--- config.mk ---
export PLATFORM = sky130hd
export DESIGN_NAME = decoder_seq
export DESIGN_NICKNAME = d
export VERILOG_FILES = /design/src/rtl/decoder_seq.sv
export SDC_FILE = /design/constraint.sdc
export NUM_CORES = 1
export LEC_CHECK = 0
export CORE_MARGIN = 2
export CORE_UTILIZATION = 25
export DETAILED_ROUTE_END_ITERATION = 6
export PLACE_DENSITY_LB_ADDON = 0.15
export SLEW_MARGIN = 10
export SYNTH_ARGS = -nofsm -noshare
export SYNTH_HDL_FRONTEND = slang
export SYNTH_SLANG_ARGS = --single-unit
export TNS_END_PERCENT = 50
--- constraint.sdc ---
create_clock -name clk -period 1.1 [get_ports clk]
set_clock_uncertainty 0.2 [all_clocks]
set_input_delay 0.22 -clock clk [delete_from_list [all_inputs] [get_ports clk]]
set_output_delay 0.22 -clock clk [all_outputs]
set_load 0.005 [all_outputs]
--- src/rtl/decoder_seq.sv ---
// Registered N-to-NUM_OUT decoder (one-hot or thermometer) with out-of-range flag.
// Optional auto-scan sequencer built when DECODER_SEQ_SCAN_EN is defined.
module decoder_seq #(
    parameter int unsigned N       = 3,
    parameter int unsigned NUM_OUT = 2**N,
    parameter int unsigned DWELL   = 4
) (
    input  logic               clk,
    input  logic               rst_n,
    input  logic               en,
    input  logic [N-1:0]       w,
    input  logic               therm,
    input  logic               scan_start,
    input  logic               scan_stop,
    output logic [NUM_OUT-1:0] y,
    output logic               err,
    output logic               busy
);

    localparam int unsigned IW = (NUM_OUT > 1) ? $clog2(NUM_OUT) : 1;
    localparam int unsigned DW = (DWELL > 1) ? $clog2(DWELL) : 1;

    // Thermometer is derived from the one-hot at NUM_OUT width so the top code wraps to all ones.
    function automatic logic [NUM_OUT-1:0] decode(input logic [N-1:0] code, input logic th);
        logic [NUM_OUT-1:0] one;
        one = NUM_OUT'(1) << code;
        return th ? ((one << 1) - NUM_OUT'(1)) : one;
    endfunction

    logic [NUM_OUT-1:0] y_q, y_d, y_w;
    logic               err_q, err_d, err_w;
    logic               busy_q, busy_d;
    logic               in_range;

    assign in_range = ({1'b0, w} < (N+1)'(NUM_OUT));
    assign y_w      = (en && in_range) ? decode(w, therm) : '0;
    assign err_w    = en && !in_range;

`ifdef DECODER_SEQ_SCAN_EN
    typedef enum logic {IDLE = 1'b0, SCAN = 1'b1} state_e;

    state_e          state_q, state_d;
    logic [IW-1:0]   idx_q, idx_d;
    logic [DW-1:0]   dwell_q, dwell_d;

    // Next-state: w decode in IDLE, index decode in SCAN; en=0 freezes the scan.
    always_comb begin
        state_d = state_q;
        idx_d   = idx_q;
        dwell_d = dwell_q;
        y_d     = '0;
        err_d   = 1'b0;
        case (state_q)
            IDLE: begin
                y_d   = y_w;
                err_d = err_w;
                if (scan_start && !scan_stop) begin
                    state_d = SCAN;
                    idx_d   = '0;
                    dwell_d = '0;
                end
            end
            SCAN: begin
                if (en) begin
                    if (scan_stop) begin
                        state_d = IDLE;
                        y_d     = y_w;
                        err_d   = err_w;
                    end else begin
                        y_d = decode(N'(idx_q), therm);
                        if (dwell_q == DW'(DWELL - 1)) begin
                            dwell_d = '0;
                            idx_d   = (idx_q == IW'(NUM_OUT - 1)) ? '0 : idx_q + IW'(1);
                        end else begin
                            dwell_d = dwell_q + DW'(1);
                        end
                    end
                end
            end
            default: state_d = IDLE;
        endcase
        busy_d = (state_d == SCAN);
    end

    always_ff @(posedge clk or negedge rst_n) begin
        if (!rst_n) begin
            state_q <= IDLE;
            idx_q   <= '0;
            dwell_q <= '0;
        end else begin
            state_q <= state_d;
            idx_q   <= idx_d;
            dwell_q <= dwell_d;
        end
    end
`else
    logic unused_scan;
    assign unused_scan = scan_start ^ scan_stop;

    always_comb begin
        y_d    = y_w;
        err_d  = err_w;
        busy_d = 1'b0;
    end
`endif

    always_ff @(posedge clk or negedge rst_n) begin
        if (!rst_n) begin
            y_q    <= '0;
            err_q  <= 1'b0;
            busy_q <= 1'b0;
        end else begin
            y_q    <= y_d;
            err_q  <= err_d;
            busy_q <= busy_d;
        end
    end

    assign y    = y_q;
    assign err  = err_q;
    assign busy = busy_q;

endmodule

==> impl_metrics.json <==
{
  "power_density_mw_per_mm2": 1278,
  "fp.dieArea_mm2": 0.001722,
  "finalCritPeriodShare_pct": 103.8,
  "grt_usage_pct": 8.258,
  "cts_buffers": 3,
  "ir_worst_vdd_mv": 0.3163,
  "synth-seq-cells": 8,
  "antenna_found_initial": 0,
  "vias_per_cell": 4.333,
  "grt_max_degree": 10,
  "grt_pass1_vias": 255,
  "clock.fmax_ghz": 0.8756,
  "timing.hold.worst.class": "input port to async pin",
  "ant_nets": 0,
  "hold_slack_ps": 33.42,
  "hold_buffers": 0,
  "critPathBufInv": 1,
  "clkTransAtPathRegs_ps": 50,
  "htree_num_levels": 1,
  "yosysUniqueCellTypes": 20,
  "dr.pass1.iters": 4,
  "detail_route.wl_per_cell_um": 9.540,
  "cts_tree": "built",
  "hold_viol": 0,
  "largest_register_ff_count": 8,
  "slowest_stage": "dfrtp_1",
  "drt_iter0_markers": 6,
  "synthesis.instances": 33,
  "final_cell_mix": "buf_2 (8), dfrtp_1 (8), dlygate4sd2_1 (4)",
  "slew_violations": 0,
  "end_kind": "output port",
  "die_h_um": 41.50,
  "critPathTopFamily": "flip-flops",
  "cp.required_ps": 680,
  "cap_violations": 0,
  "totalWireLength_um": 601,
  "vias": 273,
  "cp_cell_sequence": "buf_2",
  "gp_congestion": 0.7241,
  "worstPathMaxFanout": 1,
  "final_util_pct": 36.15,
  "rsz0062_at_grt": "yes",
  "nNetsFinal": 59,
  "start_kind": "flip-flop",
  "drc": 0,
  "core_mm2": 0.001301,
  "leakagePower_nw": 0.2574,
  "syn_area_um2": 351.6,
  "finalSetupViolations": 8,
  "die_w_um": 41.50,
  "pre_cts_ws_ps": -373.3,
  "grt_overflow_total": 0,
  "postCtsSetupBuffers": 0,
  "min_period_ps": 1142,
  "cts_root_buffer": "clkbuf_4",
  "layout-drive-gt1-share_pct": 29.17,
  "clock-sinks": 8,
  "grt_pass1_wl_mm": 1.048,
  "antenna_cells": 0,
  "setup_slack_ps": -42.09,
  "port_buffers": 14,
  "syn_area_per_cell_um2": 10.65,
  "power_w": 0.0006011,
  "seq_area_frac_synth_pct": 56.94,
  "rows": 13,
  "clockBufferDepth": 2,
  "cpPeakStageDelay_ps": 360,
  "cp.arrival_ps": 720,
  "ios": 19,
  "syn2layout_area_growth_pct": 33.81,
  "synth_warnings": 0,
  "violations": "setup timing",
  "status": "complete, but fails checks",
  "path_class": "flip-flop to output port",
  "start_util_pct": 27.02
}
-- metal layers --
layer / wire (um) / vias up / track usage (%) / part of all wire, %
met5: 0 / - / 0 / 0
met1: 256 / 118 / 9.809 / 43
met4: 0 / 0 / 9.677 / 0
met2: 270 / 20 / 10.63 / 45
met3: 74 / 0 / 2.609 / 12
li1: - / 135 / - / -
-- logic make-up (layout without fill, tap and decap cells) --
| kind of cell | Yosys count | count (layout) | synth area share, % |
|---|---|---|---|
| mux | 1 | 1 | 2.847 |
| compound gates | 7 | 7 | 14.95 |
| flops | 8 | 8 | 56.94 |
| simple gates | 10 | 10 | 13.17 |
| other cells | 1 | 2 | 1.067 |
| buf+inv | 6 | 20 | 11.03 |
-- layout make-up --
cell class,instances,area [um^2]
clock buffers,3,22.52
multi-input cells,20,116.4
inverters,2,7.507
fillers,148,830.8
well taps,15,18.77
flip-flops and latches,8,200.2
repair buffers,15,105.1
-- path summary, 6_finish.rpt --
path / start / endpoint / cells after the start
min in group clk: therm / y[4] / 3
setup / recovery: y[5] / y[5] / 1
max in group asynchronous: rst_n / y[0] / 1
hold / removal: rst_n / y[4] / 1
-- cells in the mapped netlist, drive strengths merged --
cell type	instances	area, um^2
nand2b	1	6.260
o21ai	1	5.000
o31ai	1	7.510
dfrtp	8	200.2
o211ai	1	7.510
mux2i	1	10.01
conb	1	3.750
a21oi	2	13.76
o221a	1	11.26
nor2	3	11.26
or2	1	6.260
nor3	1	5.000
nand2	2	7.510
inv	2	7.510
nand3	2	10.01
o21a	1	7.510
buf	4	31.27
-- what timing repair did --
action | in CTS | in global routing
setup endpoints to repair | 15 | 10
resized for setup | 36 | 1
endpoints found under the hold margin | 0 | 0
-- where the power goes --
| part | total [W] | switching [W] | internal, W | leakage [nW] |
|---|---|---|---|---|
| Combinational | 0.0000825 | 0.0000435 | 0.0000390 | 0.138 |
| Clock | 0.000206 | 0.0000824 | 0.000124 | 0.0138 |
| Sequential | 0.000313 | 0.00000292 | 0.000310 | 0.106 |
| Total | 0.000601 | 0.000129 | 0.000472 | 0.257 |
-- per-stage QoR --
stage               setup TNS (ps)  cell area, um^2  instances
floorplan                        0            355.3         34
global placement             -3366            490.5         60
detailed placement           -3552            490.5         60
CTS                         -359.7            467.9         63
global route                -592.6            470.5         63
finish                      -255.4            470.5         63
(Power assumes the default switching activity.)
